`config.mk`:
```
export PLATFORM = sky130hd
export DESIGN_NAME = div_16_flat
export DESIGN_NICKNAME = d
export VERILOG_FILES = /design/src/rtl/div_16_if.sv /design/src/rtl/div_16.sv /design/src/flat_wrapper.sv
export SDC_FILE = /design/constraint.sdc
export NUM_CORES = 1
export LEC_CHECK = 0
export ABC_CLOCK_PERIOD_IN_PS = 8300
export CAP_MARGIN = 20
export CORE_UTILIZATION = 60
export DETAILED_ROUTE_END_ITERATION = 10
export GPL_TIMING_DRIVEN = 1
export PLACE_DENSITY = 0.92
export SYNTH_ARGS = -nofsm -noshare
export SYNTH_HDL_FRONTEND = slang
export SYNTH_SLANG_ARGS = --single-unit
```
`constraint.sdc`:
```
create_clock -name clk -period 8.3 [get_ports clk]
set_clock_uncertainty 0.15 [all_clocks]
set_input_delay 1.66 -clock clk [delete_from_list [all_inputs] [get_ports clk]]
set_output_delay 1.66 -clock clk [all_outputs]
set_load 0.03 [all_outputs]
```
`src/rtl/div_16_if.sv`:
```
// div_16_if: start/done handshake and operand/result bus between the
// control unit (master) and the divider (slave).
interface div_16_if #(
    parameter int WIDTH = 16
);
    logic             start;
    logic [WIDTH-1:0] x;
    logic [WIDTH-1:0] y;
    logic [WIDTH-1:0] q;
    logic [WIDTH-1:0] r;
    logic             busy;
    logic             done;
    logic             dbz;

    modport master (
        output start, x, y,
        input  q, r, busy, done, dbz
    );

    modport slave (
        input  start, x, y,
        output q, r, busy, done, dbz
    );
endinterface

```
`src/rtl/div_16.sv`:
```
// div_16: sequential restoring divider, one quotient bit per clock.
// Optional macro DIV16_SIGNED_EN: two's complement operands, magnitudes are
// divided and a one-cycle FIX state applies the signs afterwards.
//
// state | meaning
// IDLE  | waiting for start, results held
// CALC  | one trial subtraction per clock, WIDTH iterations
// FIX   | (signed build only) apply quotient/remainder signs
// DONE  | one-cycle done pulse, start accepted back-to-back
module div_16 #(
    parameter int WIDTH = 16
) (
    input  logic     clk,
    input  logic     rst,
    div_16_if.slave  bus
);
    localparam int CW = $clog2(WIDTH);

    typedef enum logic [1:0] {IDLE, CALC, FIX, DONE} state_t;

    state_t           state_q;
    logic [CW-1:0]    cnt_q;
    logic [WIDTH-1:0] dvd_q;
    logic [WIDTH-1:0] dvs_q;
    logic [WIDTH-1:0] rem_q;
    logic [WIDTH-1:0] quo_q;
    logic [WIDTH-1:0] q_q;
    logic [WIDTH-1:0] r_q;
    logic             busy_q;
    logic             done_q;
    logic             dbz_q;
`ifdef DIV16_SIGNED_EN
    logic             qneg_q;
    logic             rneg_q;
`endif

    logic [WIDTH:0]   rem_sh;
    logic [WIDTH:0]   diff;
    logic [WIDTH-1:0] rem_d;
    logic [WIDTH-1:0] quo_d;
    logic [WIDTH-1:0] mag_x;
    logic [WIDTH-1:0] mag_y;

    // Trial subtraction for the current iteration; the partial remainder is
    // at most 2*y-1, so bit WIDTH of the difference is a reliable sign bit.
    always_comb begin
        rem_sh = {rem_q, dvd_q[WIDTH-1]};
        diff   = rem_sh - {1'b0, dvs_q};
        if (!diff[WIDTH]) begin
            rem_d = diff[WIDTH-1:0];
            quo_d = {quo_q[WIDTH-2:0], 1'b1};
        end else begin
            rem_d = rem_sh[WIDTH-1:0];
            quo_d = {quo_q[WIDTH-2:0], 1'b0};
        end
    end

    // Operand magnitudes fed into the iteration registers at start.
    always_comb begin
`ifdef DIV16_SIGNED_EN
        mag_x = bus.x[WIDTH-1] ? -bus.x : bus.x;
        mag_y = bus.y[WIDTH-1] ? -bus.y : bus.y;
`else
        mag_x = bus.x;
        mag_y = bus.y;
`endif
    end

    // Control FSM with registered handshake outputs and result registers.
    always_ff @(posedge clk or posedge rst) begin
        if (rst) begin
            state_q <= IDLE;
            cnt_q   <= '0;
            dvd_q   <= '0;
            dvs_q   <= '0;
            rem_q   <= '0;
            quo_q   <= '0;
            q_q     <= '0;
            r_q     <= '0;
            busy_q  <= 1'b0;
            done_q  <= 1'b0;
            dbz_q   <= 1'b0;
`ifdef DIV16_SIGNED_EN
            qneg_q  <= 1'b0;
            rneg_q  <= 1'b0;
`endif
        end else begin
            case (state_q)
                IDLE, DONE: begin
                    done_q <= 1'b0;
                    if (bus.start) begin
                        dvd_q <= mag_x;
                        dvs_q <= mag_y;
                        rem_q <= '0;
                        quo_q <= '0;
                        cnt_q <= '0;
`ifdef DIV16_SIGNED_EN
                        qneg_q <= bus.x[WIDTH-1] ^ bus.y[WIDTH-1];
                        rneg_q <= bus.x[WIDTH-1];
`endif
                        if (bus.y != '0) begin
                            busy_q  <= 1'b1;
                            state_q <= CALC;
                        end else begin
                            // Divide by zero resolves immediately, busy never rises.
                            q_q     <= '1;
                            r_q     <= bus.x;
                            dbz_q   <= 1'b1;
                            done_q  <= 1'b1;
                            state_q <= DONE;
                        end
                    end else begin
                        state_q <= IDLE;
                    end
                end
                CALC: begin
                    rem_q <= rem_d;
                    quo_q <= quo_d;
                    dvd_q <= {dvd_q[WIDTH-2:0], 1'b0};
                    cnt_q <= cnt_q + 1'b1;
                    if (cnt_q == CW'(WIDTH - 1)) begin
`ifdef DIV16_SIGNED_EN
                        state_q <= FIX;
`else
                        q_q     <= quo_d;
                        r_q     <= rem_d;
                        dbz_q   <= 1'b0;
                        done_q  <= 1'b1;
                        busy_q  <= 1'b0;
                        state_q <= DONE;
`endif
                    end
                end
`ifdef DIV16_SIGNED_EN
                FIX: begin
                    q_q     <= qneg_q ? -quo_q : quo_q;
                    r_q     <= rneg_q ? -rem_q : rem_q;
                    dbz_q   <= 1'b0;
                    done_q  <= 1'b1;
                    busy_q  <= 1'b0;
                    state_q <= DONE;
                end
`endif
                default: begin
                    state_q <= IDLE;
                end
            endcase
        end
    end

    assign bus.q    = q_q;
    assign bus.r    = r_q;
    assign bus.busy = busy_q;
    assign bus.done = done_q;
    assign bus.dbz  = dbz_q;
endmodule

```
`src/flat_wrapper.sv`:
```
// flat-port wrapper written by rule: the top's interface ports become plain ports
module div_16_flat 
#(
    parameter int WIDTH = 16
)
  (clk, rst, bus_start, bus_x, bus_y, bus_q, bus_r, bus_busy, bus_done, bus_dbz);
  div_16_if #(.WIDTH(WIDTH)) bus_i ();
  input  logic clk;
  input  logic rst;
  input wire logic [$bits(bus_i.start)-1:0] bus_start;
  input wire logic [$bits(bus_i.x)-1:0] bus_x;
  input wire logic [$bits(bus_i.y)-1:0] bus_y;
  output wire logic [$bits(bus_i.q)-1:0] bus_q;
  output wire logic [$bits(bus_i.r)-1:0] bus_r;
  output wire logic [$bits(bus_i.busy)-1:0] bus_busy;
  output wire logic [$bits(bus_i.done)-1:0] bus_done;
  output wire logic [$bits(bus_i.dbz)-1:0] bus_dbz;
  assign bus_i.start = bus_start;
  assign bus_i.x = bus_x;
  assign bus_i.y = bus_y;
  assign bus_q = bus_i.q;
  assign bus_r = bus_i.r;
  assign bus_busy = bus_i.busy;
  assign bus_done = bus_i.done;
  assign bus_dbz = bus_i.dbz;
  div_16 #(.WIDTH(WIDTH)) u_core (.clk(clk), .rst(rst), .bus(bus_i));
endmodule
```
==> metrics, run 1 <==
path type of the worst min-delay path=reg2reg; Startpoint Class=input pin; RSZ-0062 raised after global routing=false; synthesis-stage register bit count=between 100 and 150; DRC=0; DIE HEIGHT=about 96 um; critical path data arrival time=4.31 ns; post-CTS setup buffer count=0; initial antenna violation count=0; CP required=8.41 ns; post-CTS resize count=0; Clock Latency Late Sink=between 0.3 and 0.4 ns; max_cap viols=0; Post-synth EDFFs=0; CP Class=in2reg; grt met2 use=between 40% and 50%; gr busiest metal=met2; root buf cell=clkbuf_8; All-Layer GR Usage=29.2%; status=finished clean; Hold Path End=u_core.dvd_q[0]; CTS tree=built; Hold Buf Count CTS=0; pre-CTS WS=3.20 ns; Synth async-reset ratio=100%; worst-margin pin slew=0.808 ns; Hold Startpoint=u_core.dvd_q[0]; Slew Viols, Final=0; Crit. End Element=flip-flop; drt first pass iters=5; Fillers=around 610; slack of the worst reg-to-reg path=approximately 4.7 ns; GRT met3 Usage=about 3.6%; Tmin final=4.20 ns; fraction of layout cells with a size suffix above 1=~7.4%; commonest non-fill, non-tap cells in the layout=104 x dfrtp_1, 84 x nand2_1, 69 x clkdlybuf4s50_1; Cells after Synth=559; area growth from synthesis to layout=17.8%; DIE AREA=approximately 9200 um2; HPWL Detailed=8600 um; clk buf depth=2; Reg clk slew, reported paths=0.10 ns; Post-DP Area=6030 um2; register area share after synthesis=49.1%; Core Rows=33; post-route cell area=~6200 um2; Design Power=around 2.4 mW; IR drop worst, VDD=218 uV; final hold viol count=0; first-pass GRT wire length=a little over 20000 um; drt wl/cell=approximately 17 um; Worst Setup SP=bus_start; total CTS buffers=9; First DRT Iteration DRCs=327; Cell Area, Synth=5300 um2; CTS Sinks=~100; syn_nets=around 600; f_max=approximately 0.24 GHz; PortBufs=69; vias per inst=5.95; Synth cell types=a little under 50; Max-slew headroom=a little under half; Initial Utilization=63.2%; vias=around 4.3k; hold path cells=2; fin nets=between 600 and 700; met1 Use GR=between 30% and 40%; core footprint=between 8000 and 9000 um2; Pleak=between 2 and 3 nW; # diodes=0; r2r endpoint=u_core.bus.r[14]; power density over the cells=about 380 nW/um2; number of global-route vias before repair=4220; r2r startpoint=u_core.state_q[1]; Routability Congestion=between 0.9 and 1; number of H-tree levels=3; post-route ant nets=0; setup ws final=between 4 and 5 ns; drt total wl=12100 um; most common cell after layout, fill and taps aside=dfrtp_1; num ports=70; Final Cycle Share=between 50 and 60%; r2r worst-path depth=11; CP max FO=50; largest net degree at the start of global routing=60; Primary FF master, synth=dfrtp_1; Sum Neg Setup Slack=0 ns; Synth Warn #=0; final setup fails=0; synthesized area per cell=~9.5 um2; GR Overflow Total=0; chip width=about 96 um
-- metrics by stage --
stage | std cells | hold slack (ns) | util [%]
after floorplan | 559 | 0.295 | -
after global placement | 708 | 0.305 | 71.9
after detailed placement | 708 | 0.321 | 71.9
after CTS | 724 | 0.345 | 74.2
after global routing | 725 | 0.363 | 74.4
final | 725 | 0.344 | 74.4
-- state kept, by name (all words and copies together) (netlist names) --
name,count
u_core.bus.q,16
u_core.bus.r,16
u_core.dvd_q,16
u_core.dvs_q,16
u_core.rem_q,16
u_core.quo_q,15
u_core.cnt_q,4
u_core.state_q,2
u_core.bus.busy,1
u_core.bus.dbz,1
u_core.bus.done,1
-- cells in the mapped netlist, types with 5 or more instances --
cell	n	share of area, %
inv_1	39	2.8
o21ai_1	16	1.5
mux2_2	17	3.6
buf_1	6	0.43
ha_1	19	4.5
nand3_1	11	1.0
xor2_1	5	0.83
nor4_1	5	0.59
nand2_1	84	6.0
nor2_1	42	3.0
a31oi_1	26	3.1
a21oi_1	18	1.7
mux2_1	5	1.1
xnor2_1	5	0.83
o21a_1	6	0.85
buf_2	7	0.66
o211ai_1	7	0.99
nor3_1	8	0.76
a21o_1	6	0.85
clkbuf_1	13	0.92
dfrtp_1	104	49
o21ai_0	47	4.4
a21boi_0	9	1.3
mux2i_1	16	3.0
-- critical path: stages --
cell             delay [ns]
clkdlybuf4s50_1        0.54
nand2_1                0.51
nor2_1                 0.47
nor2_1                 0.14
nor2_4                 0.20
buf_12                 0.26
nand2_1                0.17
nor3_1                 0.25
nor3_1                 0.10
-- per-layer routing --
layer  routed length [um]  share of wire, %  vias to the layer above
met4                  182               1.5                        0
met5                    0                 0                        -
met1                 5150                43                     2073
met3                  708               5.9                       18
met2                 6030                50                      160
li1                     -                 -                     2062
-- area by class of cell --
cell class | instances | area (um2) | share of cell area [%]
sequential | 104 | 2600 | 41.7
multi-input combinational | 387 | 2430 | 38.9
timing repair buffer | 73 | 733 | 11.8
inverter | 40 | 153 | 2.45
clock buffer | 10 | 138 | 2.21
tap | 105 | 131 | 2.11
clock inverter | 6 | 52.6 | 0.843
-- worst max path at each step --
stage / end / slack, ns / cells after the start
final: u_core.bus.r[14] / 4.10 / 9
after global routing: u_core.bus.r[14] / 3.93 / 9
after global placement: u_core.bus.r[14] / 3.42 / 8
after CTS: u_core.bus.r[14] / 3.58 / 8
after floorplan: u_core.bus.busy / 3.76 / 1
after detailed placement: u_core.bus.r[14] / 3.20 / 8
-- power breakdown --
group	leakage (nW)	internal, mW	switching, mW
registers	1.29	0.686	0.110
clock network	0.0963	0.122	0.186
logic	1.30	0.487	0.779
-- cells by family after synthesis --
| group | after synthesis | share of synthesized area (%) |
|---|---|---|
| AO/OA/AOI/OAI | 154 | 17.8 |
| AND/OR/NAND/NOR | 164 | 13.1 |
| XOR/XNOR | 10 | 1.65 |
| flip-flops | 104 | 49.1 |
| buffers and inverters | 68 | 5.43 |
| multiplexers | 39 | 7.98 |
| adder cells (fa/ha/maj) | 20 | 4.87 |
No activity file was read; power rests on OpenSTA's default activity.
==> run 2, diff against run 1 <==
--- a/config.mk
+++ b/config.mk
@@ -5,12 +5,12 @@
 export SDC_FILE = /design/constraint.sdc
 export NUM_CORES = 1
 export LEC_CHECK = 0
-export ABC_CLOCK_PERIOD_IN_PS = 8300
+export ABC_CLOCK_PERIOD_IN_PS = 3600
 export CAP_MARGIN = 20
-export CORE_UTILIZATION = 60
+export CORE_UTILIZATION = 50
 export DETAILED_ROUTE_END_ITERATION = 10
 export GPL_TIMING_DRIVEN = 1
-export PLACE_DENSITY = 0.92
+export PLACE_DENSITY = 0.82
 export SYNTH_ARGS = -nofsm -noshare
 export SYNTH_HDL_FRONTEND = slang
 export SYNTH_SLANG_ARGS = --single-unit
==> constraint.sdc (replaced) <==
create_clock -name clk -period 3.6 [get_ports clk]
set_clock_uncertainty 0.15 [all_clocks]
set_input_delay 0.72 -clock clk [delete_from_list [all_inputs] [get_ports clk]]
set_output_delay 0.72 -clock clk [all_outputs]
set_load 0.03 [all_outputs]
==> run 2 against run 1 <==
Effect of this change: sequential power rose by 130%; first-iteration DRC count decreased by 20%; critical path depth grew 3; worst setup slack worse by 3.7 ns; critical endpoint is now u_core.bus.r[0]; total power increased by 130%; register-to-register slack got worse by 4.2 ns; largest cell class unchanged; sequential share of layout area down 0.64 points; non-clock buffer count rose by 6.
==> metrics, run 2 (synthesized netlist as in run 1, its figures left out) <==
status=finished clean; Routability Congestion=0.854 (-12%); Comb power frac=53.8% (+0.4 points); Reg clk slew, reported paths=0.10 ns (about the same); Hold Buf Count CTS=0 (unchanged); Top delay family on crit path=compound AO/OA/AOI/OAI gates; DIE AREA=11000 um2 (+20%); path type of the worst min-delay path=reg2reg; critical path data arrival time=3.31 ns (-1.00 ns); final hold viol count=0 (unchanged); met1 Use GR=30.5% (-8.2 points); Post-DP Area=6160 um2 (+2.2%); post-CTS setup buffer count=0 (unchanged); max_cap viols=0 (unchanged); Hold Startpoint=u_core.dvd_q[14]; IR drop worst, VDD=457 uV (+110%); DIE HEIGHT=105 um (+9.3%); # diodes=0 (unchanged); chip width=105 um (+9.3%); CP Class=reg2reg; r2r startpoint=u_core.dvd_q[15]; GR Overflow Total=0 (unchanged); post-route cell area=6330 um2 (+1.6%); gr busiest metal=met2; Design Power=5.45 mW (+130%); Final Cycle Share=slightly below 90%; number of H-tree levels=3 (unchanged); Sum Neg Setup Slack=0 ns (unchanged); num ports=70 (unchanged); vias per inst=5.55 (-6.8%); Inst Count DP=746 (+5.4%); number of global-route vias before repair=3982 (-5.6%); area growth from synthesis to layout=19.6%; crit-path cells=inv_1 > ha_1 > inv_1 > fa_1 > a211oi_1 > o21a_2 > a211oi_2 > mux2i_1 > and2_1 > mux2i_1 > nand2_1 > a31oi_1; Slowest-stage cell, CP=fa_1; drt total wl=11600 um (-3.9%); CP required=3.75 ns (-4.66 ns); final setup fails=0 (unchanged); f_max=between 0.3 and 0.4 GHz; worst-margin pin slew=0.948 ns (+0.140 ns); post-CTS resize count=0 (unchanged); power density over the cells=861 nW/um2 (+130%); core footprint=10300 um2 (+23%); drt wl/cell=15.2 um (-8.4%); Pleak=2.70 nW (+0.69%); root buf cell=clkbuf_8; drt first pass iters=5 (unchanged); internal power=3.01 mW (+130%); clk buf depth=2 (unchanged); GRT met3 Usage=3.68% (+0.047 points); Clock Latency Late Sink=0.38 ns (about the same); Worst Setup SP=u_core.dvd_q[15]; Initial Utilization=51.5% (-12 points); vias=4220 (-2.2%); Crit. End Element=flip-flop; initial antenna violation count=0 (unchanged); grt met2 use=36.0% (-14 points); Sequential Power Share=33.7% (about the same); post-route ant nets=0 (unchanged); total CTS buffers=9 (unchanged); RSZ-0062 raised after global routing=false; First DRT Iteration DRCs=261 (-20%); fraction of layout cells with a size suffix above 1=8.16% (+0.74 points); most common cell after layout, fill and taps aside=dfrtp_1; worst path bufs/invs=2 (unchanged); PortBufs=69 (unchanged); Fillers=866 (+42%); commonest non-fill, non-tap cells in the layout=104 x dfrtp_1, 84 x nand2_1, 69 x clkdlybuf4s50_1; Psw=2.45 mW (+130%); Startpoint Class=flip-flop; CTS Sinks=104 (unchanged); first-pass GRT wire length=19300 um (-4.3%); clock share of power=12.4% (-0.6 points); Tmin final=about 3.2 ns; fin nets=676 (+0.90%); switching power share of the total=44.8% (-0.51 points); non-filler instance count after layout=761 (+5.0%); Max-slew headroom=36.5% (-9.4 points); All-Layer GR Usage=22.2% (-7.0 points); Slew Viols, Final=0 (unchanged); DRC=0 (unchanged); peak per-stage delay on the critical path=0.42 ns (-0.12 ns); largest net degree at the start of global routing=42 (-30%); HPWL Detailed=8660 um (+0.71%); Core Rows=37 (+12%); CP max FO=6 (-88%); CTS tree=built
[run 2: power groups by stage]
stage | sequential (mW) | clock, mW | combinational, mW
after global placement | 1.85 | 0 | 2.83
after global routing | 1.89 | 0.737 | 3.22
after detailed placement | 1.86 | 0 | 2.93
final | 1.84 | 0.677 | 2.94
after CTS | 1.84 | 0.690 | 2.94
after floorplan | 2.12 | 0 | 1.78
[run 2: stage by stage]
step | hold slack [ns] | worst slack [ns] | utilization [%]
global route | 0.370 | 0.255 | 61.6
CTS | 0.343 | 0.462 | 61.6
detailed placement | 0.321 | 0.345 | 59.9
floorplan | 0.295 | 0.804 | -
finish | 0.341 | 0.442 | 61.6
global placement | 0.306 | 0.445 | 59.9
[run 2: area by class of cell]
class	instances	area [um2]	area share, %
inverters	40	154	2.43
repair buffers	79	803	12.7
well taps	136	170	2.69
clock inverters	6	53.8	0.849
flip-flops and latches	104	2600	41.1
multi-input cells	387	2430	38.3
clock buffers	9	124	1.96
[run 2: worst min-delay path: cells and delay by family, from the launching register on]
kind	cells	cell delay, ns
flops	1	0.36
compound gates	1	0.06
simple gates	1	0.05
[run 2: worst paths after layout]
kind / end / slack, ns / depth (start not counted)
max in group asynchronous: u_core.dvs_q[13] / 1.99 / 3
min in group asynchronous: u_core.bus.q[7] / 0.66 / 2
worst max register to register: u_core.bus.r[0] / 0.44 / 12
worst max-delay path: u_core.bus.r[0] / 0.44 / 12
worst min-delay path: u_core.dvd_q[14] / 0.34 / 2
worst min register to register: u_core.dvd_q[14] / 0.34 / 2
[run 2: per-layer routing]
metal	share of wire [%]	wire (um)	vias up
met4	1.8	211	0
met5	0	0	-
met3	4.5	517	19
met2	49	5660	118
met1	45	5220	2025
li1	-	-	2058
==> run 3, diff against run 2 <==
--- a/config.mk
+++ b/config.mk
@@ -11,6 +11,7 @@
 export DETAILED_ROUTE_END_ITERATION = 10
 export GPL_TIMING_DRIVEN = 1
 export PLACE_DENSITY = 0.82
+export SLEW_MARGIN = 20
 export SYNTH_ARGS = -nofsm -noshare
 export SYNTH_HDL_FRONTEND = slang
 export SYNTH_SLANG_ARGS = --single-unit
==> results of run 3 <==
The final DEF is identical to that of run 2; final timing and power are the same.
